File: src/rtl/winner_vote_acc.sv
// winner_vote_acc: per-class vote accumulator behind the 10-input max comparator.
// Qualified comparator wins are counted per class over a sample window. A
// 10-cycle sequential scan then picks the class with the most votes. Ties go to
// the lower class, and the result is published with a one-cycle done pulse.
module winner_vote_acc #(
  parameter int unsigned p_width     = 19,
  parameter int unsigned p_cnt_width = 8
) (
  input  logic                   i_clk,
  input  logic                   i_rst,
  input  logic                   i_sample_start,
  input  logic                   i_sample_end,
  input  logic                   i_valid,
  input  logic [10:1]            i_index,
  input  logic [p_width-1:0]     i_result,
  input  logic [p_width-1:0]     i_threshold,
  output logic                   o_busy,
  output logic                   o_done,
  output logic [3:0]             o_class,
  output logic [10:1]            o_class_onehot,
  output logic [p_cnt_width-1:0] o_votes,
  output logic                   o_no_decision
);

  localparam int unsigned lp_n_class   = 10;
  localparam logic [3:0]  lp_scan_last = 4'd9;
  localparam logic [3:0]  lp_no_class  = 4'hF;
  localparam logic [p_cnt_width-1:0] lp_cnt_one = {{(p_cnt_width-1){1'b0}}, 1'b1};

  typedef enum logic [1:0] {
    S_IDLE    = 2'd0,
    S_ACC     = 2'd1,
    S_RESOLVE = 2'd2,
    S_DONE    = 2'd3
  } state_t;

  state_t                 r_state;
  logic [p_cnt_width-1:0] r_cnt [lp_n_class];
  logic [3:0]             r_scan_idx;
  logic [3:0]             r_max_idx;
  logic [p_cnt_width-1:0] r_max;

  logic                   w_onehot;
  logic                   w_vote;
  logic [3:0]             w_vote_cls;
  logic                   w_vote_sat;
  logic [p_cnt_width-1:0] w_scan_cnt;
  logic                   w_scan_gt;
  logic [p_cnt_width-1:0] w_new_max;
  logic [3:0]             w_new_idx;

  // Vote qualification: exactly one winner bit and result at/above threshold.
  always_comb begin
    w_vote_cls = 4'd0;
    for (int k = 0; k < int'(lp_n_class); k++) begin
      if (i_index[k+1]) w_vote_cls = 4'(k);
    end
    w_onehot   = (i_index != 10'd0) && ((i_index & (i_index - 10'd1)) == 10'd0);
    w_vote     = i_valid && (i_result >= i_threshold) && w_onehot;
    w_vote_sat = (r_cnt[w_vote_cls] == {p_cnt_width{1'b1}});
  end

  // One scan step: strict greater-than keeps the lower class on ties.
  always_comb begin
    w_scan_cnt = r_cnt[r_scan_idx];
    w_scan_gt  = (w_scan_cnt > r_max);
    w_new_max  = w_scan_gt ? w_scan_cnt : r_max;
    w_new_idx  = w_scan_gt ? r_scan_idx : r_max_idx;
  end

  // Window FSM, counters, scan registers and registered decision outputs.
  always_ff @(posedge i_clk) begin
    if (i_rst) begin
      r_state        <= S_IDLE;
      for (int k = 0; k < int'(lp_n_class); k++) r_cnt[k] <= '0;
      r_scan_idx     <= 4'd0;
      r_max_idx      <= 4'd0;
      r_max          <= '0;
      o_busy         <= 1'b0;
      o_done         <= 1'b0;
      o_class        <= 4'd0;
      o_class_onehot <= 10'd0;
      o_votes        <= '0;
      o_no_decision  <= 1'b0;
    end else begin
      case (r_state)
        S_IDLE: begin
          o_done <= 1'b0;
          if (i_sample_start) begin
            for (int k = 0; k < int'(lp_n_class); k++) r_cnt[k] <= '0;
            r_state <= S_ACC;
            o_busy  <= 1'b1;
          end
        end

        S_ACC: begin
          if (i_sample_end) begin
            // The vote arriving with end still belongs to this window.
            if (w_vote && !w_vote_sat) r_cnt[w_vote_cls] <= r_cnt[w_vote_cls] + lp_cnt_one;
            r_scan_idx <= 4'd0;
            r_max_idx  <= 4'd0;
            r_max      <= '0;
            r_state    <= S_RESOLVE;
          end else if (i_sample_start) begin
            // Restart discards the old window and any vote in this cycle.
            for (int k = 0; k < int'(lp_n_class); k++) r_cnt[k] <= '0;
          end else if (w_vote && !w_vote_sat) begin
            r_cnt[w_vote_cls] <= r_cnt[w_vote_cls] + lp_cnt_one;
          end
        end

        S_RESOLVE: begin
          r_max     <= w_new_max;
          r_max_idx <= w_new_idx;
          if (r_scan_idx == lp_scan_last) begin
            r_state <= S_DONE;
            o_busy  <= 1'b0;
            o_done  <= 1'b1;
            if (w_new_max == '0) begin
              o_no_decision  <= 1'b1;
              o_class        <= lp_no_class;
              o_class_onehot <= 10'd0;
              o_votes        <= '0;
            end else begin
              o_no_decision  <= 1'b0;
              o_class        <= w_new_idx;
              o_class_onehot <= 10'(10'd1 << w_new_idx);
              o_votes        <= w_new_max;
            end
          end else begin
            r_scan_idx <= r_scan_idx + 4'd1;
          end
        end

        S_DONE: begin
          o_done  <= 1'b0;
          r_state <= S_IDLE;
        end

        default: begin
          r_state <= S_IDLE;
          o_busy  <= 1'b0;
          o_done  <= 1'b0;
        end
      endcase
    end
  end

endmodule

File: config.mk
export PLATFORM = sky130hd
export DESIGN_NAME = winner_vote_acc
export DESIGN_NICKNAME = d
export VERILOG_FILES = /design/src/rtl/winner_vote_acc.sv
export SDC_FILE = /design/constraint.sdc
export NUM_CORES = 1
export LEC_CHECK = 0
export ABC_AREA = 1
export CORE_ASPECT_RATIO = 1.75
export CORE_MARGIN = 2
export CORE_UTILIZATION = 53
export CTS_CLUSTER_SIZE = 20
export DETAILED_ROUTE_END_ITERATION = 10
export GPL_ROUTABILITY_DRIVEN = 0
export PLACE_DENSITY = 0.74
export SYNTH_ARGS = -nofsm -noshare
export SYNTH_HDL_FRONTEND = slang
export SYNTH_SLANG_ARGS = --single-unit
File: constraint.sdc
create_clock -name i_clk -period 4.6 [get_ports i_clk]
set_clock_uncertainty 0.2 [all_clocks]
set_input_delay 0.69 -clock i_clk [delete_from_list [all_inputs] [get_ports i_clk]]
set_output_delay 0.69 -clock i_clk [all_outputs]
set_load 0.1 [all_outputs]
==> results.cfg, run 1 <==
[outcome]
outcome = completed

[placement]
dpl.hpwl_um = 21300
cell_total_after_placement = 1563
buffer_ports.inserted = 77

[flow_run]
max-cap-violations = 0

[critical_path]
register_to_register_setup_slack_ns = 0.40
data_required_critical_path_ns = 4.72
critical_path_class = reg -> reg
critical_path.endpoint_type = flip-flop
cp_max_fo = 38
r2r.worst_path.cells = 20
worstSetupStartpointType = flip-flop
worst-endpoint-arrival_ns = 4.33

[logic_synthesis]
biggest_area_contributors_in_the_synthesized_netlist = sky130_fd_sc_hd__edfxtp_1, sky130_fd_sc_hd__dfxtp_1, sky130_fd_sc_hd__nand2_1
ys_top_cells_by_count = sky130_fd_sc_hd__nand2_1, sky130_fd_sc_hd__inv_1, sky130_fd_sc_hd__nor2_1
synth_enable_flop_cells = 128
synthesized_area_sq_um = 10000
synth_top_cell_area_share = 0.383
seq_area_frac_synth = 0.477
post_synth_inst_count = 1224
postSynthAreaPerCell_sq_um = 8.19
yosys_warnings = 0
yosys.cell_count.top_type = sky130_fd_sc_hd__nand2_1
synth_seq_cells = 175
ys.flop_type = sky130_fd_sc_hd__edfxtp_1
number_of_distinct_library_cells_after_synthesis = 40
synthDominantAreaCellType = sky130_fd_sc_hd__edfxtp_1
synth_async_sr_flop_share = 0

[clock_tree]
cts_tree = built
clk_pin_slew_worst_paths_ns = 0.07
numClockSinks = 175
htree_levels = 4
ctsLongestPathBuffers = 2
cts_buffers = 17
hold_fix_buffers_cts = 0
clock_insertion_delay_worst_skew_ns = 0.44
root_buffer = sky130_fd_sc_hd__clkbuf_16

[floorplanning]
io-pin-count = 78
width_of_the_die_um = 108
fp.dieArea_sq_um = 20100
starting_utilization_of_the_core_area = 0.540
fp-row-count = 66
dieHeight_um = 186
fp.coreArea_sq_um = 18600

[finish]
multi_input_area_sq_um = 4470
post_layout_nonfiller_instances = 1596
n_antenna_cell = 0
area_growth_syn_to_layout_pct = 18.9
final_layout_size_suffix_gt1_frac = 0.0736
area.sequential_sq_um = 4790
final_nets = 1432
fillers = 1587

[worst_hold_path]
worst_hold_startpoint = o_class_onehot[3]
hold_crit_class = reg -> reg
min_delay_path_depth = 2

[global_routing]
grt_most_used_layer = met2
grt_use_met2 = 0.552
pin_count_of_the_biggest_net_entering_global_routing = 39
met3_usage = 0.0497
number_of_antenna_violations_at_the_first_check_in_global_routing = 0
grt_first_pass_wirelength_um = 45100
grt_pass1_vias = 8700
met1_demand_to_capacity_share_in_global_routing = 0.305
grt_remaining_overflow = 0
groute.usage.overall = 0.304

[routing]
routed_wl_um = 29400
drcViolationCount = 0
drtAntennaViolNets = 0
detailedRoute.firstPassIterationCount = 6
route.vias.total = 9078
avgViaCountPerCell = 5.69
drt_iter0_drc = 923
route.detailed.wl_per_inst_um = 18.4

[timing]
maxClockFrequency_ghz = 0.238
final.period_utilization = 0.914
setup_viol = 0
worst-slew-pin-transition_ns = 0.987
hold_viol_final = 0
finalWorstPathRequiredPeriod_ns = 4.20
finalMaxSlewViolations = 0
max-slew-margin-rel = 0.340
rsz0062_at_grt = no
totalNegativeSetupSlack_ns = 0

[pwr]
p_per_area_nw_per_um2 = 499
vdd_drop_max_uv = 505
leakage_nw = 5.07
[placed cells by master (no fill, tap or decap), types with 5 or more instances in the layout]
master / Yosys / layout
sky130_fd_sc_hd__nand3_4: 10 / 10
sky130_fd_sc_hd__o211ai_1: 30 / 30
sky130_fd_sc_hd__dfxtp_1: 47 / 46
sky130_fd_sc_hd__nor2_1: 146 / 146
sky130_fd_sc_hd__buf_4: 4 / 35
sky130_fd_sc_hd__clkdlybuf4s50_1: 0 / 77
sky130_fd_sc_hd__a21oi_1: 69 / 69
sky130_fd_sc_hd__edfxtp_1: 128 / 128
sky130_fd_sc_hd__o21a_1: 6 / 6
sky130_fd_sc_hd__ha_1: 34 / 34
sky130_fd_sc_hd__conb_1: 1 / 48
sky130_fd_sc_hd__nor3_1: 5 / 5
sky130_fd_sc_hd__clkbuf_16: 0 / 19
sky130_fd_sc_hd__inv_1: 171 / 170
sky130_fd_sc_hd__inv_2: 6 / 6
sky130_fd_sc_hd__nand3_1: 114 / 114
sky130_fd_sc_hd__nor2_2: 5 / 5
sky130_fd_sc_hd__inv_6: 0 / 6
sky130_fd_sc_hd__nand3b_1: 26 / 26
sky130_fd_sc_hd__nand2_1: 212 / 212
sky130_fd_sc_hd__o21ai_1: 11 / 18
sky130_fd_sc_hd__mux2i_1: 7 / 7
sky130_fd_sc_hd__o21ai_0: 69 / 61
sky130_fd_sc_hd__nand4_1: 36 / 36
[stage by stage]
stage	instance area, sq um	hold slack (ns)	util	total power [mW]	setup slack (ns)
after CTS	11900	0.268	0.641	5.86	0.288
after global routing	11900	0.287	0.642	6.28	0.00574
after detailed placement	11300	0.258	0.608	4.38	0.302
final	11900	0.267	0.642	5.95	0.396
after floorplan	10200	0.245	-	3.67	0.906
after global placement	11300	0.253	0.608	4.34	0.388
[critical path, cell delays in order, from the launching register on]
cell and delay [ns]:
sky130_fd_sc_hd__dfxtp_4 0.51, sky130_fd_sc_hd__buf_12 0.24, sky130_fd_sc_hd__mux2i_1 0.37, sky130_fd_sc_hd__nand2_1 0.09
sky130_fd_sc_hd__nand3_1 0.09, sky130_fd_sc_hd__nand3_1 0.10, sky130_fd_sc_hd__nand2_1 0.15, sky130_fd_sc_hd__inv_1 0.06
sky130_fd_sc_hd__ha_1 0.30, sky130_fd_sc_hd__a21oi_1 0.15, sky130_fd_sc_hd__o21ai_0 0.10, sky130_fd_sc_hd__nand2_1 0.06
sky130_fd_sc_hd__nand2_1 0.05, sky130_fd_sc_hd__nand2_1 0.18, sky130_fd_sc_hd__clkinvlp_4 0.30, sky130_fd_sc_hd__o21ai_1 0.32
sky130_fd_sc_hd__nand2_1 0.09, sky130_fd_sc_hd__nor2_1 0.14, sky130_fd_sc_hd__nand2_1 0.27, sky130_fd_sc_hd__nand3b_1 0.20
sky130_fd_sc_hd__a21oi_1 0.08
[power by group]
group	leakage, nW	total, mW	switching, mW	internal [mW]
clock	0.302	1.48	0.642	0.839
combinational	3.05	2.30	1.59	0.710
sequential	1.72	2.17	0.152	2.02
[path summary, 6_finish.rpt]
check | to
worst min register to register | o_class_onehot[3]
worst max-delay path | o_class_onehot[9]
worst max register to register | o_class_onehot[9]
worst min-delay path | o_class_onehot[3]
[sequential cells by signal, indices dropped and copies added (netlist names), named ones only]
signal and count:
o_busy 1, o_class 4, o_class_onehot 10, o_done 1
o_no_decision 1, o_votes 8, r_cnt 128, r_max 8
r_max_idx 4, r_scan_idx 4, r_state 2
[metal layers]
layer,vias up,part of all wire,wire (um)
li1,4309,-,-
met1,4151,0.33,9730
met2,462,0.51,15200
met3,156,0.070,2070
met4,0,0.084,2490
met5,-,0,0
[logic make-up after synthesis]
logic type | Yosys count | share of synthesized area
and+or+nand+nor | 563 | 0.262
buffers and inverters | 240 | 0.0958
AOI/OAI and AO/OA | 200 | 0.112
DFF | 175 | 0.477
adders and majority gates | 34 | 0.0424
muxes | 7 | 0.00699
xor gates and xnor gates | 4 | 0.00349
other | 1 | 0.000374
[area by class of cell]
cell class,instances,area share
timing repair buffer,115,0.0910
inverter,180,0.0570
clock inverter,11,0.00944
sequential,175,0.401
clock buffer,21,0.0413
tap,238,0.0250
multi-input combinational,856,0.375
[what timing repair did]
item                       in CTS  in global routing
buffers inserted                0                  1
resized for setup               0                 10
setup endpoints to repair       0                 12
No activity file was read; power rests on OpenSTA's default activity.
==> run 2: changes to the inputs <==
--- a/config.mk
+++ b/config.mk
@@ -9,6 +9,7 @@
 export CORE_ASPECT_RATIO = 1.75
 export CORE_MARGIN = 2
 export CORE_UTILIZATION = 53
+export CTS_CLUSTER_DIAMETER = 60
 export CTS_CLUSTER_SIZE = 20
 export DETAILED_ROUTE_END_ITERATION = 10
 export GPL_ROUTABILITY_DRIVEN = 0
==> results of run 2 <==
Final layout, timing and power as in run 1 (identical DEF).
==> run 3: changes to the inputs <==
--- a/config.mk
+++ b/config.mk
@@ -5,15 +5,13 @@
 export SDC_FILE = /design/constraint.sdc
 export NUM_CORES = 1
 export LEC_CHECK = 0
-export ABC_AREA = 1
 export CORE_ASPECT_RATIO = 1.75
 export CORE_MARGIN = 2
-export CORE_UTILIZATION = 53
+export CORE_UTILIZATION = 25
 export CTS_CLUSTER_DIAMETER = 60
 export CTS_CLUSTER_SIZE = 20
 export DETAILED_ROUTE_END_ITERATION = 10
 export GPL_ROUTABILITY_DRIVEN = 0
-export PLACE_DENSITY = 0.74
 export SYNTH_ARGS = -nofsm -noshare
 export SYNTH_HDL_FRONTEND = slang
 export SYNTH_SLANG_ARGS = --single-unit
==> run 3 against run 2 <==
  * Cell count fell by 6.8%
  * Clock-buffer cell count fell by 4
  * Sequential cell count did not move
  * Global-route usage fell by 16 points
  * Worst setup slack got worse by 0.072 ns
  * Clock power fell by 10%
  * First-iteration DRC count fell by 55%
  * Critical path depth fell by 4
  * Core utilization fell by 32 points
  * Register-to-register slack got worse by 0.07 ns
  * Synthesized cell count fell by 33%
==> results.cfg, run 3 <==
[global_routing]
number_of_antenna_violations_at_the_first_check_in_global_routing = 1
grt_first_pass_wirelength_um = 42500
groute.usage.overall = 0.147
grt_pass1_vias = 7515
pin_count_of_the_biggest_net_entering_global_routing = 32
grt_remaining_overflow = 0

[finish]
post_layout_nonfiller_instances = 1488
final_layout_size_suffix_gt1_frac = 0.181
regMostFlops = r_cnt
area_growth_syn_to_layout_pct = 26.4
largest_register_ff_count = 128
layout.cell_area.non_filler_sq_um = 11800
final_nets = 1087
layout.cells.most_common_list = sky130_fd_sc_hd__edfxtp_1, sky130_fd_sc_hd__nor2_1, sky130_fd_sc_hd__clkdlybuf4s50_1
final_common_cell = sky130_fd_sc_hd__edfxtp_1
n_antenna_cell = 0
biggestRegsByFlops = r_cnt: 128 flops, o_class_onehot: 10 flops

[timing]
finalWorstPathRequiredPeriod_ns = 4.28
final.period_utilization = 0.930
max-slew-margin-rel = 0.309
finalMaxSlewViolations = 0
rsz0062_at_grt = no
setup_viol = 0
totalNegativeSetupSlack_ns = 0
maxClockFrequency_ghz = 0.234
hold-worst-slack_ns = 0.257
hold_viol_final = 0
worst-slew-pin-transition_ns = 1.03

[logic_synthesis]
synth_seq_cells = 175
synth_enable_flop_cells = 128
number_of_distinct_library_cells_after_synthesis = 78
synth_top_cell_area_share = 0.411
synth_async_sr_flop_share = 0
postSynthAreaPerCell_sq_um = 11.4
yosys_warnings = 0
ys.flop_type = sky130_fd_sc_hd__edfxtp_1
synthesized_area_sq_um = 9350
synthDominantAreaCellType = sky130_fd_sc_hd__edfxtp_1
post_synth_inst_count = 823
seq_area_frac_synth = 0.512
biggest_area_contributors_in_the_synthesized_netlist = sky130_fd_sc_hd__edfxtp_1, sky130_fd_sc_hd__dfxtp_1, sky130_fd_sc_hd__mux4_2
ys_top_cells_by_count = sky130_fd_sc_hd__edfxtp_1, sky130_fd_sc_hd__nor2_1, sky130_fd_sc_hd__nand2_1
yosys.cell_count.top_type = sky130_fd_sc_hd__edfxtp_1

[clock_tree]
numClockSinks = 175
clk_pin_slew_worst_paths_ns = 0.07
htree_levels = 4
clock_insertion_delay_worst_skew_ns = 0.44
cts_tree = built
root_buffer = sky130_fd_sc_hd__clkbuf_16
ctsLongestPathBuffers = 2
cts_buffers = 17
hold_fix_buffers_cts = 0

[routing]
routed_wl_um = 28100
avgViaCountPerCell = 4.94
route.vias.total = 7347
drcViolationCount = 0
detailedRoute.firstPassIterationCount = 5
drt_iter0_drc = 412
drtAntennaViolNets = 0
route.detailed.wl_per_inst_um = 18.9

[floorplanning]
fp.coreArea_sq_um = 36900
fp.dieArea_sq_um = 39000
fp-row-count = 93
io-pin-count = 78
dieHeight_um = 260
width_of_the_die_um = 150
starting_utilization_of_the_core_area = 0.254

[pwr]
p_total_mw = 4.93
vdd_drop_max_uv = 281
leakage_nw = 4.31
p_per_area_nw_per_um2 = 417

[flow_run]
max-cap-violations = 0

[worst_hold_path]
hold_crit_class = reg -> reg

[critical_path]
critical_path_class = reg -> reg
critPathBufInv = 4
worstSetupStartpointType = flip-flop
worst_path_dominant_cell_family = multiplexers
crit_path_top_delay_cell = sky130_fd_sc_hd__mux4_2
data_required_critical_path_ns = 4.79
slowest_delay_ns = 0.52
critical_path.endpoint_type = flip-flop
timing.critical_path.cells = buf_12 -> buf_12 -> mux4_2 -> a22oi_1 -> nand2_1 -> ha_1 -> a21oi_1 -> o21ai_0 -> mux2i_1 -> nor2_1 -> buf_4 -> mux2i_1 -> nand4_1 -> a211oi_4 -> buf_4 -> o221a_2
worst-endpoint-arrival_ns = 4.46
cp_max_fo = 16

[outcome]
outcome = completed

[placement]
dpl.hpwl_um = 22500
cell_total_after_placement = 1456
buffer_ports.inserted = 77
detailed_place.area_sq_um = 11300
## run 3: cell type report
class | instances | area (sq um)
Tap cell | 475 | 594
Sequential cell | 175 | 4790
Clock inverter | 15 | 113
Inverter | 39 | 146
Fill cell | 3710 | 25100
Clock buffer | 17 | 425
Timing Repair Buffer | 150 | 1380
Multi-Input combinational cell | 617 | 4380
## run 3: path summary, 6_finish.rpt
check / start / endpoint / slack, ns / cells after the start
setup / recovery: flip-flop / o_class[1] / 0.32 / 16
hold / removal: o_class_onehot[2] / o_class_onehot[2] / 0.26 / 2
setup reg to reg: flip-flop / o_class[1] / 0.32 / 16
hold reg to reg: o_class_onehot[2] / o_class_onehot[2] / 0.26 / 2
## run 3: where the power goes
part / internal, mW / switching [mW] / total [mW]
Clock: 0.695 / 0.633 / 1.33
Combinational: 0.638 / 0.844 / 1.48
Sequential: 1.97 / 0.153 / 2.12
Total: 3.30 / 1.63 / 4.93
## run 3: worst register-to-register path, cell delays in order, from the launching register on
cell	delay [ns]
sky130_fd_sc_hd__dfxtp_2	0.47
sky130_fd_sc_hd__buf_12	0.21
sky130_fd_sc_hd__buf_12	0.21
sky130_fd_sc_hd__mux4_2	0.54
sky130_fd_sc_hd__a22oi_1	0.26
sky130_fd_sc_hd__nand2_1	0.14
sky130_fd_sc_hd__ha_1	0.31
sky130_fd_sc_hd__a21oi_1	0.06
sky130_fd_sc_hd__o21ai_0	0.22
sky130_fd_sc_hd__mux2i_1	0.11
sky130_fd_sc_hd__nor2_1	0.14
sky130_fd_sc_hd__buf_4	0.17
sky130_fd_sc_hd__mux2i_1	0.31
sky130_fd_sc_hd__nand4_1	0.23
sky130_fd_sc_hd__a211oi_4	0.21
sky130_fd_sc_hd__buf_4	0.22
sky130_fd_sc_hd__o221a_2	0.20
## run 3: kinds of logic after synthesis
group,share of synthesized area
adder cells (fa/ha/maj),0.0455
other,0.000401
XOR/XNOR,0.00562
flip-flops,0.512
buffers and inverters,0.0396
AND/OR/NAND/NOR,0.157
AO/OA/AOI/OAI,0.135
multiplexers,0.105
## run 3: repair_timing
item	4_1_cts	5_1_grt
setup buffers	0	0
setup endpoints to repair	0	6
gates resized for setup	0	1
endpoints found under the hold margin	0	0
## run 3: metrics by stage
step	setup slack (ns)	utilization
after floorplan	0.446	-
after global placement	0.0468	0.306
after detailed placement	-0.0199	0.306
after CTS	0.246	0.320
after global routing	0.0159	0.321
final	0.324	0.321
## run 3: metal layers
metal,routed length (um),part of all wire,track usage,up-vias
li1,-,-,-,3386
met1,9370,0.33,0.137,3563
met2,15100,0.54,0.276,285
met3,1300,0.046,0.0261,111
met4,2300,0.082,0.116,2
met5,16,0.00057,0,-
